<file path="src/rtl/my_processor_nios2_qsys_oci_dct_packer.sv">
// Trace symbol packer: gathers 3-bit symbols into 30-bit words and
// hands them downstream, with idle-timeout flush and drain-to-stop control.
module my_processor_nios2_qsys_oci_dct_packer #(
    parameter int unsigned TIMEOUT_CYCLES = 255
) (
    input  logic        clk,
    input  logic        reset_n,
    input  logic        tr_valid,
    input  logic [2:0]  tr_sym,
    output logic        tr_ready,
    output logic [29:0] dct_buffer,
    output logic [3:0]  dct_count,
    output logic        dct_valid,
    input  logic        dct_ready,
    input  logic        test_ending,
    output logic        test_has_ended,
    output logic        sym_dropped
);

    typedef enum logic [1:0] {
        RUN,
        DRAIN,
        DONE
    } state_t;

    localparam logic [7:0] TMO = 8'(TIMEOUT_CYCLES);

    state_t      state_q, state_d;
    logic [29:0] acc_q, acc_d;
    logic [3:0]  fill_q, fill_d;
    logic [7:0]  idle_q, idle_d;
    logic [5:0]  shamt;
    logic        out_free;
    logic        timeout_hit;
    logic        flush_due;
    logic        move;
    logic        accept;

    always_comb begin
        out_free    = !dct_valid || dct_ready;
        timeout_hit = (TMO != 8'd0) && (idle_q >= TMO);
        flush_due   = (fill_q != 4'd0) && (timeout_hit || state_q == DRAIN);
        move        = out_free && (fill_q == 4'd10 || flush_due);
        tr_ready    = reset_n && (state_q == RUN)
                      && (fill_q < 4'd10 || out_free);
        accept      = tr_valid && tr_ready;

        // A move empties the accumulator first, so a same-cycle symbol lands at index 0
        acc_d  = move ? '0 : acc_q;
        fill_d = move ? 4'd0 : fill_q;
        shamt  = {2'b00, fill_d} + {1'b0, fill_d, 1'b0};
        if (accept) begin
            acc_d  = acc_d | ({27'b0, tr_sym} << shamt);
            fill_d = fill_d + 4'd1;
        end

        idle_d = idle_q;
        if (accept || move || fill_q == 4'd0) begin
            idle_d = 8'd0;
        end else if (fill_q != 4'd10 && idle_q != 8'hff) begin
            idle_d = idle_q + 8'd1;
        end

        state_d = state_q;
        unique case (state_q)
            RUN:     if (test_ending) state_d = DRAIN;
            DRAIN:   if (fill_q == 4'd0 && out_free) state_d = DONE;
            DONE:    state_d = DONE;
            default: state_d = RUN;
        endcase
    end

    always_ff @(posedge clk or negedge reset_n) begin
        if (!reset_n) begin
            state_q     <= RUN;
            acc_q       <= '0;
            fill_q      <= '0;
            idle_q      <= '0;
            dct_buffer  <= '0;
            dct_count   <= '0;
            dct_valid   <= 1'b0;
            sym_dropped <= 1'b0;
        end else begin
            state_q <= state_d;
            acc_q   <= acc_d;
            fill_q  <= fill_d;
            idle_q  <= idle_d;
            if (move) begin
                dct_buffer <= acc_q;
                dct_count  <= fill_q;
                dct_valid  <= 1'b1;
            end else if (dct_valid && dct_ready) begin
                dct_valid <= 1'b0;
            end
            if (tr_valid && state_q != RUN) begin
                sym_dropped <= 1'b1;
            end
        end
    end

    assign test_has_ended = (state_q == DONE);

endmodule
</file>
<file path="config.mk">
export PLATFORM = sky130hd
export DESIGN_NAME = my_processor_nios2_qsys_oci_dct_packer
export DESIGN_NICKNAME = d
export VERILOG_FILES = /design/src/rtl/my_processor_nios2_qsys_oci_dct_packer.sv
export SDC_FILE = /design/constraint.sdc
export NUM_CORES = 1
export LEC_CHECK = 0
export CAP_MARGIN = 20
export CORE_ASPECT_RATIO = 1.75
export CORE_MARGIN = 5
export CORE_UTILIZATION = 50
export DETAILED_ROUTE_END_ITERATION = 6
export PLACE_DENSITY = 0.76
export SLEW_MARGIN = 20
export SYNTH_ARGS = -nofsm -noshare
export SYNTH_HDL_FRONTEND = slang
export SYNTH_SLANG_ARGS = --single-unit
</file>
<file path="constraint.sdc">
create_clock -name clk -period 2.9 [get_ports clk]
set_input_delay 0.29 -clock clk [delete_from_list [all_inputs] [get_ports clk]]
set_output_delay 0.29 -clock clk [all_outputs]
set_load 0.03 [all_outputs]
</file>
==> results of run 1 <==
[through the flow]
step	setup slack, ps	cell area [µm²]	power [mW]
4_1_cts	179	4550	4.51
6_report	191	4550	4.49
3_5_place_dp	189	4240	3.37
3_3_place_gp	283	4240	3.33
2_1_floorplan	58.4	3680	2.73
5_1_grt	17.4	4550	4.77
[cells in the mapped netlist (all sizes together), types with 3 or more instances]
library cell,count,area (µm²)
clkbuf,9,33.8
nand2b,3,18.8
xor2,7,61.3
nor2,24,90.1
and3,4,30.0
a21o,3,22.5
o2111ai,3,26.3
buf,10,60.1
o21ai,20,100
nor2b,3,18.8
inv,7,26.3
mux2i,3,33.8
a21oi,6,37.5
dfrtp,80,2000
nand2,134,505
ha,5,62.6
nand3,12,70.1
xnor2,6,52.6
a22o,16,140
[per-layer routing]
metal  part of all wire (%)  vias to the layer above  track usage [%]
met5                      0                        -                0
met2                     54                       78             34.2
met1                     38                     1401             23.3
li1                       -                     1409                -
met4                    4.1                        0             10.1
met3                    3.7                       25             4.15
[state kept, by name, indices dropped and copies added (netlist names)]
| name | flops |
|---|---|
| dct_buffer | 30 |
| dct_valid | 1 |
| fill_q | 4 |
| idle_q | 8 |
| acc_q | 30 |
| sym_dropped | 1 |
| dct_count | 4 |
| state_q | 2 |
[final cells by class]
class | count | area (µm²)
clock buffer | 13 | 260
tap | 86 | 108
sequential | 80 | 2000
inverter | 7 | 26.3
fill | 610 | 2630
timing repair buffer | 60 | 563
multi-input combinational | 282 | 1560
clock inverter | 3 | 40.0
[timing repair]
action,CTS,global route
hold buffers,1,0
endpoints found under the setup margin,0,1
endpoints found under the hold margin,20,0
buffers inserted,0,1
[cells by family after synthesis]
kind of cell | after synthesis | share of synthesized area, %
flops | 80 | 54.5
compound gates | 63 | 12.7
fa+ha+maj | 5 | 1.70
xor+xnor | 13 | 3.10
mux | 4 | 1.23
simple gates | 197 | 23.5
buf+inv | 26 | 3.27
[power breakdown]
group | total [mW] | switching, mW | internal, mW | leakage, nW
clock network | 1.12 | 0.410 | 0.711 | 0.150
registers | 1.51 | 0.149 | 1.36 | 1.09
logic | 1.85 | 1.15 | 0.700 | 0.937
total | 4.49 | 1.71 | 2.78 | 2.18
[final timing paths]
path / endpoint / depth (start not counted)
setup / recovery: acc_q[23] / 11
hold / removal: state_q[1] / 2
setup reg to reg: acc_q[23] / 11
hold reg to reg: dct_buffer[21] / 2
max in group asynchronous: acc_q[9] / 3
min in group clk: dct_buffer[21] / 2
==> results.json, run 1 <==
{
  "synth_nets": 401,
  "wl_per_cell_um": 15.6,
  "max_stage_delay_ps": 570,
  "syn_avg_cell_area_um2": 9.47,
  "syn_inst": 388,
  "crit_family": "simple AND/OR/NAND/NOR gates",
  "rsz0062_at_grt": "false",
  "row_count": 41,
  "clk_latency_ps": 330,
  "maxCapViolations": 0,
  "cts_buffer_depth": 2,
  "most-common-layout-cells": "133 x nand2_1, 80 x dfrtp_1, 44 x clkdlybuf4s50_1",
  "drtPass1Iterations": 4,
  "io_buffer_count": 45,
  "cp.required_ps": 3160,
  "layout_commonest_cell": "nand2_1",
  "die-width_um": 74.8,
  "holdWs_ps": 385,
  "postSynth.topFlopCell": "dfrtp_1",
  "drtIter0Drc": 182,
  "drive_gt1_share_pct": 10.1,
  "clock.fmax_mhz": 369,
  "cts_buffers": 9,
  "min_path_type": "input pin to async pin",
  "hpwl_um": 6100,
  "regToRegSetupSlack_ps": 190,
  "fin_tns_setup_ps": 0,
  "tritoncts": "done",
  "via_count": 2913,
  "cp.arrival_ps": 2970,
  "die_area_um2": 9230,
  "cp-start-kind": "flip-flop",
  "outcome": "finished, final reports clean",
  "post_cts_resized": 0,
  "yosysSeqAreaShare_pct": 54.5,
  "die_h_um": 123,
  "grt_pass1_wl_um": 14000,
  "dp_cells": 513,
  "area_delta_synth_final_pct": 23.9,
  "grtUsageTotal_pct": 20.1,
  "fp.coreArea_um2": 7180,
  "skew_ps": 6.89,
  "slowest_stage": "or4_4",
  "fin_util_pct": 63.4,
  "async_flop_share_pct": 100,
  "ir_drop_mv": 0.559,
  "path_max_fanout": 9,
  "power.density_nw_per_um2": 986,
  "diodes": 0,
  "grt_antenna_before_repair": 0,
  "vias_per_cell": 5.49,
  "htreeDepth": 3,
  "clk_root_buffer_cell": "clkbuf_16",
  "ys_types": 53,
  "synth_area_um2": 3670,
  "grt_pass1_vias": 2942,
  "start_util_pct": 51.2,
  "drv_slew": 0,
  "path_common_cell": "nor2_1",
  "fin_crit_sh_pct": 93.4,
  "grt.overflow.total": 0,
  "ys_ff_latch": 80,
  "crit_type": "flip-flop to flip-flop",
  "path_buf_inv": 0,
  "numClockSinks": 80,
  "wl_um": 8300,
  "finalSetupViolations": 0,
  "synth-warning-count": 0,
  "path_cells": "or4_4 > nand2_2 > nor2_2 > nor2_1 > ha_1 > nor2_1 > mux2i_1 > xor2_1 > and4_1 > a31oi_1 > nor2_1",
  "timing.rr.start": "fill_q[0]",
  "grt_max_degree": 61,
  "drc": 0,
  "ant_nets": 0,
  "maxSlewHeadroom_pct": 50.8,
  "synth_edf_count": 0,
  "clk_pin_slew_worst_paths_ps": 60,
  "gp_congestion": 0.882,
  "crit_path_end_kind": "flip-flop",
  "p_leak_nw": 2.18,
  "fin_nets": 453,
  "finalHoldViolCount": 0,
  "fin_cells": 531,
  "tightest_slew_ps": 737,
  "io_pins": 46,
  "critical_path.startpoint": "fill_q[0]",
  "period_needed_ps": 2710
}
(Power assumes the default switching activity.)
==> run 2, diff against run 1 <==
--- a/config.mk
+++ b/config.mk
@@ -8,9 +8,8 @@
 export CAP_MARGIN = 20
 export CORE_ASPECT_RATIO = 1.75
 export CORE_MARGIN = 5
-export CORE_UTILIZATION = 50
+export CORE_UTILIZATION = 28
 export DETAILED_ROUTE_END_ITERATION = 6
-export PLACE_DENSITY = 0.76
 export SLEW_MARGIN = 20
 export SYNTH_ARGS = -nofsm -noshare
 export SYNTH_HDL_FRONTEND = slang
==> run 2 against run 1 <==
Effect of this change:
- first-iteration DRC count up 1.1%
- sequential share of layout area fell by 1.0 points
- hold slack got worse by 30 ps
- global-route usage down 7.7 points
- wire length increased by 10%
- flip-flop and latch count unchanged
- critical path type unchanged
- sequential power about the same
- via count fell by 0.38%
- combinational power barely moved
- setup slack improved by 68 ps
==> results.json, run 2 (synthesis results as in run 1) <==
{
  "die_h_um": 162,
  "layout_commonest_cell": "nand2_1",
  "finalHoldViolCount": 0,
  "wl_per_cell_um": 14.9,
  "fin_cells": 617,
  "maxSlewHeadroom_pct": 43.4,
  "crit_path_end_kind": "flip-flop",
  "start_util_pct": 28.4,
  "drive_gt1_share_pct": 10.5,
  "htreeDepth": 3,
  "fin_crit_sh_pct": 91.1,
  "cp-start-kind": "flip-flop",
  "r2r_end": "acc_q[23]",
  "period_needed_ps": 2640,
  "via_count": 2902,
  "cts_buffers": 9,
  "cp.arrival_ps": 2900,
  "grtUsageTotal_pct": 12.3,
  "p_leak_nw": 2.17,
  "tritoncts": "done",
  "die_area_um2": 15600,
  "clk_latency_ps": 330,
  "fp.coreArea_um2": 12900,
  "place_ws_ps": 222,
  "timing.rr.start": "fill_q[0]",
  "gp_congestion": 0.899,
  "drv_slew": 0,
  "row_count": 55,
  "cp.required_ps": 3160,
  "drc": 0,
  "die-width_um": 96.6,
  "post_cts_buffers": 0,
  "power.density_nw_per_um2": 960,
  "clock.fmax_mhz": 379,
  "most-common-layout-cells": "133 x nand2_1, 80 x dfrtp_1, 44 x clkdlybuf4s50_1",
  "nFillCells": 1358,
  "reg_top3": "acc_q (30), dct_buffer (30), idle_q (8)",
  "dp_cells": 600,
  "numClockSinks": 80,
  "grt_pass1_wl_um": 15400,
  "area_delta_synth_final_pct": 26.8,
  "grt.overflow.total": 0,
  "drtPass1Iterations": 4,
  "ir_drop_mv": 0.403,
  "maxCapViolations": 0,
  "fin_tns_setup_ps": 0,
  "holdWs_ps": 355,
  "cts_buffer_depth": 2,
  "io_buffer_count": 45,
  "finalSetupViolations": 0,
  "setup_slack_ps": 259,
  "hpwl_um": 6820,
  "vias_per_cell": 4.70,
  "path_max_fanout": 9,
  "grt_pass1_vias": 3155,
  "diodes": 0,
  "fin_nets": 454,
  "rsz0062_at_grt": "false",
  "grt_max_degree": 69,
  "grt_antenna_before_repair": 0,
  "crit_type": "flip-flop to flip-flop",
  "min_path_type": "input pin to async pin",
  "ant_nets": 0,
  "clk_root_buffer_cell": "clkbuf_16",
  "io_pins": 46,
  "tightest_slew_ps": 850,
  "clk_pin_slew_worst_paths_ps": 60,
  "regToRegSetupSlack_ps": 260,
  "wl_um": 9170,
  "worst-r2r-cell-count": 11,
  "power_mw": 4.47,
  "skew_ps": 4.77,
  "drtIter0Drc": 184,
  "outcome": "finished, final reports clean"
}
[run 2: cell types whose count changed in the layout (fill, tap and decap cells not counted)]
cell      delta
ha_2         +1
buf_4        +1
clkinv_4     +2
clkbuf_8     -2
ha_1         -1
[run 2: power by group]
group	total (mW)	switching (mW)	internal (mW)
Sequential	1.52	0.152	1.36
Combinational	1.85	1.15	0.702
Clock	1.11	0.439	0.667
Total	4.47	1.74	2.73
[run 2: worst max path at each step]
| stage | startpoint | endpoint | slack, ps | cells after the start |
|---|---|---|---|---|
| 2_1_floorplan | fill_q[1] | acc_q[23] | 60 | 13 |
| 3_3_place_gp | fill_q[2] | acc_q[23] | 250 | 11 |
| 3_5_place_dp | fill_q[0] | acc_q[23] | 220 | 11 |
| 4_1_cts | fill_q[0] | acc_q[23] | 200 | 11 |
| 5_1_grt | fill_q[0] | acc_q[23] | 20 | 11 |
| 6_report | fill_q[0] | acc_q[23] | 260 | 11 |
[run 2: worst max-delay path, cell delays in order, from the launching register on]
cell and delay (ps):
dfrtp_1 380, or4_4 570, nand2_2 110, nor2_2 60, nor2_1 130, ha_2 280, nor2_1 80, mux2i_1 180
xor2_1 200, and4_1 360, a31oi_1 120, nor2_1 110
[run 2: final cells by class]
type | instances | area, µm² | area share [%]
multi-input cells | 282 | 1560 | 33.4
flip-flops and latches | 80 | 2000 | 43.0
repair buffers | 61 | 571 | 12.2
clock inverters | 5 | 57.6 | 1.23
well taps | 171 | 214 | 4.59
clock buffers | 11 | 233 | 4.99
inverters | 7 | 26.3 | 0.564
[run 2: metrics by stage]
step           instance area [µm²]  util, %
2_1_floorplan                 3680        -
3_3_place_gp                  4360     33.7
3_5_place_dp                  4360     33.7
4_1_cts                       4660     36.0
5_1_grt                       4660     36.0
6_report                      4660     36.0
[run 2: repair_timing]
action | CTS | global route
resized for setup | 0 | 1
setup endpoints to repair | 0 | 1
endpoints found under the hold margin | 12 | 0
hold buffers | 1 | 0
[run 2: metal layers]
metal	routed length, µm	vias up	track usage, %
met2	5120	52	23.3
met5	0	-	0
met1	3450	1430	12.5
met4	255	0	5.69
met3	334	13	3.03
li1	-	1407	-
==> run 3, diff against run 2 <==
--- a/config.mk
+++ b/config.mk
@@ -9,6 +9,7 @@
 export CORE_ASPECT_RATIO = 1.75
 export CORE_MARGIN = 5
 export CORE_UTILIZATION = 28
+export CTS_BUF_LIST = sky130_fd_sc_hd__clkbuf_16
 export DETAILED_ROUTE_END_ITERATION = 6
 export SLEW_MARGIN = 20
 export SYNTH_ARGS = -nofsm -noshare
==> run 3 against run 2 <==
Effect of this change:
- combinational power barely moved
- maximum frequency is essentially flat
- register-to-register slack hardly changed
- utilization did not move
- total power decreased by 0.13%
- global-route usage unchanged
- critical endpoint unchanged
- final area stayed put
- critical path type unchanged
- final cell count did not move
- highest routed layer unchanged
==> results.json, run 3 (synthesis results as in run 1) <==
{
  "grt_antenna_before_repair": 0,
  "multi_input_comb_area_um2": 1560,
  "drtIter0Drc": 184,
  "maxSlewHeadroom_pct": 43.5,
  "power_frac_comb_pct": 41.4,
  "internal_power_mw": 2.73,
  "path_common_cell": "nor2_1",
  "clk_pin_slew_worst_paths_ps": 60,
  "ant_nets": 0,
  "wl_per_cell_um": 14.9,
  "p_clk_share_pct": 24.6,
  "maxCapViolations": 0,
  "vias_per_cell": 4.70,
  "post_cts_buffers": 0,
  "die-width_um": 96.6,
  "tightest_slew_ps": 848,
  "path_buf_inv": 0,
  "hpwl_um": 6820,
  "path_max_fanout": 9,
  "dp_cells": 600,
  "grt.overflow.total": 0,
  "htreeDepth": 3,
  "cp-start-kind": "flip-flop",
  "io_pins": 46,
  "wl_um": 9170,
  "rsz0062_at_grt": "false",
  "path_cells": "or4_4 > nand2_2 > nor2_2 > nor2_1 > ha_2 > nor2_1 > mux2i_1 > xor2_1 > and4_1 > a31oi_1 > nor2_1",
  "via_count": 2900,
  "nFillCells": 1358,
  "diodes": 0,
  "p_leak_nw": 2.18,
  "clk_root_buffer_cell": "clkbuf_16",
  "die_area_um2": 15600,
  "drtPass1Iterations": 4,
  "io_buffer_count": 45,
  "drc": 0,
  "fin_nets": 454,
  "cts_buffers": 9,
  "min_path_type": "input pin to async pin",
  "cts_buffer_depth": 2,
  "fin_cells": 617,
  "swShare_pct": 39.0,
  "crit_family": "simple AND/OR/NAND/NOR gates",
  "die_h_um": 162,
  "outcome": "finished, final reports clean",
  "r2r_end": "acc_q[23]",
  "grt_pass1_wl_um": 15400,
  "drive_gt1_share_pct": 10.5,
  "regToRegSetupSlack_ps": 260,
  "grt_max_degree": 69,
  "gp_congestion": 0.899,
  "start_util_pct": 28.4,
  "seq_area_um2": 2000,
  "skew_ps": 5.02,
  "worst-r2r-cell-count": 11,
  "clock.fmax_mhz": 379,
  "grt_pass1_vias": 3155,
  "fin_crit_sh_pct": 91.1,
  "fp.coreArea_um2": 12900,
  "switchingPower_mw": 1.74,
  "crit_path_end_kind": "flip-flop",
  "timing.rr.start": "fill_q[0]",
  "layout_commonest_cell": "nand2_1",
  "ir_drop_mv": 0.403,
  "reg_top3": "acc_q (30), dct_buffer (30), idle_q (8)",
  "max_stage_delay_ps": 570,
  "most-common-layout-cells": "133 x nand2_1, 80 x dfrtp_1, 44 x clkdlybuf4s50_1",
  "finalSetupViolations": 0,
  "drv_slew": 0,
  "finalHoldViolCount": 0,
  "power.density_nw_per_um2": 958,
  "fin_tns_setup_ps": 0,
  "cp.arrival_ps": 2910,
  "cp.required_ps": 3160,
  "grtUsageTotal_pct": 12.3,
  "area_delta_synth_final_pct": 26.8,
  "clk_latency_ps": 340,
  "power_frac_seq_pct": 33.9,
  "crit_type": "flip-flop to flip-flop",
  "numClockSinks": 80,
  "tritoncts": "done",
  "period_needed_ps": 2640,
  "slowest_stage": "or4_4",
  "row_count": 55
}
[run 3: how the worst max path moves through the flow]
stage | to | start | cells after the start | slack, ps
floorplan | acc_q[23] | fill_q[1] | 13 | 60
global placement | acc_q[23] | fill_q[2] | 11 | 250
detailed placement | acc_q[23] | fill_q[0] | 11 | 220
CTS | acc_q[23] | fill_q[0] | 11 | 200
global route | acc_q[23] | fill_q[0] | 11 | 20
finish | acc_q[23] | fill_q[0] | 11 | 260
[run 3: timing repair]
item                                    CTS  global route
endpoints found under the hold margin    12             0
gates resized for setup                   0             1
hold buffers                              1             0
endpoints found under the setup margin    0             1
[run 3: worst reg2reg max path, delay by kind of cell (launching register included)]
kind | cells | cell delay (ps)
AOI/OAI and AO/OA | 1 | 120
xor gates and xnor gates | 1 | 200
adders and majority gates | 1 | 290
muxes | 1 | 180
and+or+nand+nor | 7 | 1420
DFF | 1 | 380
[run 3: layout make-up]
| cell class | instances | area share [%] |
|---|---|---|
| repair buffers | 61 | 12.2 |
| well taps | 171 | 4.59 |
| multi-input cells | 282 | 33.4 |
| inverters | 7 | 0.564 |
| flip-flops and latches | 80 | 43.0 |
| clock inverters | 7 | 1.40 |
| clock buffers | 9 | 4.83 |
[run 3: metrics by stage]
| step | total power [mW] | utilization (%) | hold WS (ps) | worst slack [ps] | instance area [µm²] |
|---|---|---|---|---|---|
| after floorplan | 2.73 | - | -5.59 | 58.4 | 3680 |
| after global placement | 3.35 | 33.7 | 159 | 247 | 4360 |
| after detailed placement | 3.39 | 33.7 | 163 | 222 | 4360 |
| after CTS | 4.51 | 36.0 | 355 | 196 | 4660 |
| after global routing | 4.76 | 36.0 | 373 | 16.8 | 4660 |
| final | 4.47 | 36.0 | 354 | 259 | 4660 |
[run 3: metal layers]
metal	track usage (%)	routed length, µm
met2	23.3	5120
met3	3.03	338
met1	12.5	3460
met5	0	0
met4	5.69	252
[run 3: power groups by stage]
stage / Combinational (mW) / Clock [mW] / Sequential, mW
after floorplan: 0.994 / 0 / 1.73
after global placement: 1.82 / 0 / 1.53
after detailed placement: 1.85 / 0 / 1.54
after CTS: 1.86 / 1.13 / 1.52
after global routing: 2.03 / 1.17 / 1.55
final: 1.85 / 1.10 / 1.52
==> RTL change, RTL diff (settings of run 3) <==
The parameter `TIMEOUT_CYCLES` goes from 255 to 191.
--- a/src/rtl/my_processor_nios2_qsys_oci_dct_packer.sv
+++ b/src/rtl/my_processor_nios2_qsys_oci_dct_packer.sv
@@ -2,5 +2,5 @@
 // hands them downstream, with idle-timeout flush and drain-to-stop control.
 module my_processor_nios2_qsys_oci_dct_packer #(
-    parameter int unsigned TIMEOUT_CYCLES = 255
+    parameter int unsigned TIMEOUT_CYCLES = 191
 ) (
     input  logic        clk,
Check against the original RTL: same outputs for any inputs over 10 cycles, from zero or initial values and one cycle with reset_n low; that may be too few to reach the edited logic, so the function may still have changed.
==> RTL change against run 3 <==
Power up 3.6%. Synthesized area down 1.8%. Setup slack worse by 0.034 ns. Wire length down 7.1%. Sequential cell count unchanged. Core utilization up 0.13 points. First-iteration DRC count down 36%. Critical path depth up 1. Critical endpoint is now acc_q[9]. Design area down 0.70%.
==> RTL change: results (changes against run 3) <==
\begin{tabular}{lr}
\hline
Metric & Value \\
\hline
\multicolumn{2}{l}{\textbf{Synthesis}} \\
Number of distinct standard cells referenced by the synthesized netlist & 47 (-11\%) \\
Async SR Flop Fraction & 100\% (unchanged) \\
Synthesized Nets & 393 (-2.0\%) \\
Ranking of synthesized cells by instance count & 136 x nand2\_1, 80 x dfrtp\_1, 22 x o21ai\_0 \\
Post-synthesis sequential area ratio & 55.5\% (+1.0 points) \\
Cells taking the most area after synthesis & dfrtp\_1 55\%, nand2\_1 14\%, a32o\_1 3.1\% \\
Count of synthesis-stage warnings from yosys & 0 (unchanged) \\
Cell count after synthesis & 380 (-2.1\%) \\
\multicolumn{2}{l}{\textbf{Final layout}} \\
Layout cell share with drive strength beyond 1 & 10.2\% (-0.35 points) \\
Fill cell count & 1,348 (-0.74\%) \\
Number of nets in the layout & 440 (-3.1\%) \\
\multicolumn{2}{l}{\textbf{Worst setup path}} \\
Crit path max-delay cell type & dfrtp\_1 \\
Crit path arrival time & 2.90 ns (about the same) \\
Largest incremental delay on the critical path & 0.37 ns (-0.20 ns) \\
Critical R2R Launch & state\_q[1] \\
CP Max Fanout & 10 (+1) \\
\multicolumn{2}{l}{\textbf{CTS}} \\
Skew-Pair Late Insertion Delay & 0.34 ns (about the same) \\
Num CTS Buffers & 9 (unchanged) \\
Clock Tree Root & clkbuf\_16 \\
Clock buffer depth & 2 (unchanged) \\
\multicolumn{2}{l}{\textbf{Place}} \\
Port buffer count & 45 (unchanged) \\
Final RePlAce weighted congestion & 0.858 (-4.6\%) \\
Worst Setup Slack post-DPL & 0.0773 ns (-0.144 ns) \\
Post-placement cell area & 4260 sq um (-2.3\%) \\
Placed cells & 586 (-2.3\%) \\
HPWL reported at the end of detailed placement & 6160 um (-9.7\%) \\
\multicolumn{2}{l}{\textbf{Route}} \\
Sum of routed wire length over all layers & 8520 um (-7.1\%) \\
Iteration-0 DRC Markers & 117 (-36\%) \\
Pre-Repair DR Iteration Count & 4 (unchanged) \\
Avg Vias per Cell & 4.66 (-0.85\%) \\
Per-cell routed wire length & 14.1 um (-4.9\%) \\
\multicolumn{2}{l}{\textbf{Global routing}} \\
First-pass GRT wire length & 13,900 um (-10\%) \\
Vias in the first global route & 2,830 (-10\%) \\
All-layer global routing usage & 11.8\% (-0.53 points) \\
Pin count of the biggest net entering global routing & 76 (+10\%) \\
\multicolumn{2}{l}{\textbf{Status}} \\
Status & finished, final reports clean \\
\multicolumn{2}{l}{\textbf{STA}} \\
Worst Tran Pin Value & 0.940 ns (+0.0917 ns) \\
Clock tree skew after final layout & 0.00439 ns (-0.000632 ns) \\
\multicolumn{2}{l}{\textbf{Power}} \\
VDD IR max & 0.404 mV (+0.22\%) \\
Leakage component of the power & 2.15 nW (-1.6\%) \\
\hline
\end{tabular}
## RTL change: cell count changes in the layout (fill, tap and decap cells not counted), sizes merged, moves of 3 or more
cell	before	now
a22o	16	4
a32o	2	11
buf	16	12
nor2	24	18
nor3	1	4
o2111ai	3	0
## RTL change: area by class of cell
type	count	area (sq um)	share of cell area, %
Clock inverter	7	95.1	2.05
Clock buffer	9	225	4.87
Inverter	8	30.0	0.649
Timing Repair Buffer	57	544	11.8
Tap cell	171	214	4.62
Multi-Input combinational cell	271	1520	32.8
Sequential cell	80	2000	43.3
## RTL change: metrics by stage
step | hold slack (ns) | util (%)
final | 0.303 | 36.2
after global routing | 0.317 | 36.2
after CTS | 0.305 | 35.8
after detailed placement | 0.112 | 33.3
after global placement | 0.112 | 33.3
after floorplan | -0.00559 | -
## RTL change: cell families after synthesis
| logic type | count (synthesis) | synth area share [%] |
|---|---|---|
| xor+xnor | 10 | 2.43 |
| mux | 3 | 0.867 |
| flops | 80 | 55.5 |
| fa+ha+maj | 5 | 1.73 |
| buf+inv | 29 | 3.61 |
| simple gates | 189 | 22.9 |
| compound gates | 64 | 13.0 |
## RTL change: power breakdown
group	switching (W)	internal, W
clock network	0.000461	0.000755
logic	0.00120	0.000681
registers	0.000168	0.00137
## RTL change: worst max-delay path, delay by kind of cell, from the launching register on
family | cells | cell delay, ns
AO/OA/AOI/OAI | 5 | 1.11
adder cells (fa/ha/maj) | 2 | 0.47
buffers and inverters | 1 | 0.07
flip-flops | 1 | 0.37
AND/OR/NAND/NOR | 4 | 0.53
## RTL change: path summary, 6_finish.rpt
check / end / slack (ns) / cells past startpoint
max: acc_q[9] / 0.22 / 12
min reg2reg: dct_buffer[4] / 0.47 / 2
min in group clk: dct_buffer[4] / 0.47 / 2
min: dct_buffer[17] / 0.30 / 2
max in group asynchronous: dct_buffer[26] / 1.46 / 3
max reg2reg: acc_q[9] / 0.22 / 12
## RTL change: timing repair
item	in CTS	in global routing
hold buffers	1	0
setup endpoints to repair	0	21
gates resized for setup	0	9
hold endpoints to repair	5	0
## RTL change: routing by layer
| metal | up-vias | part of all wire, % | global-route usage, % | wire, um |
|---|---|---|---|---|
| met5 | - | 0 | 0 | 0 |
| met3 | 23 | 4.3 | 2.78 | 366 |
| li1 | 1372 | - | - | - |
| met4 | 0 | 4.5 | 7.84 | 387 |
| met2 | 65 | 54 | 20.6 | 4560 |
| met1 | 1350 | 38 | 12.1 | 3200 |
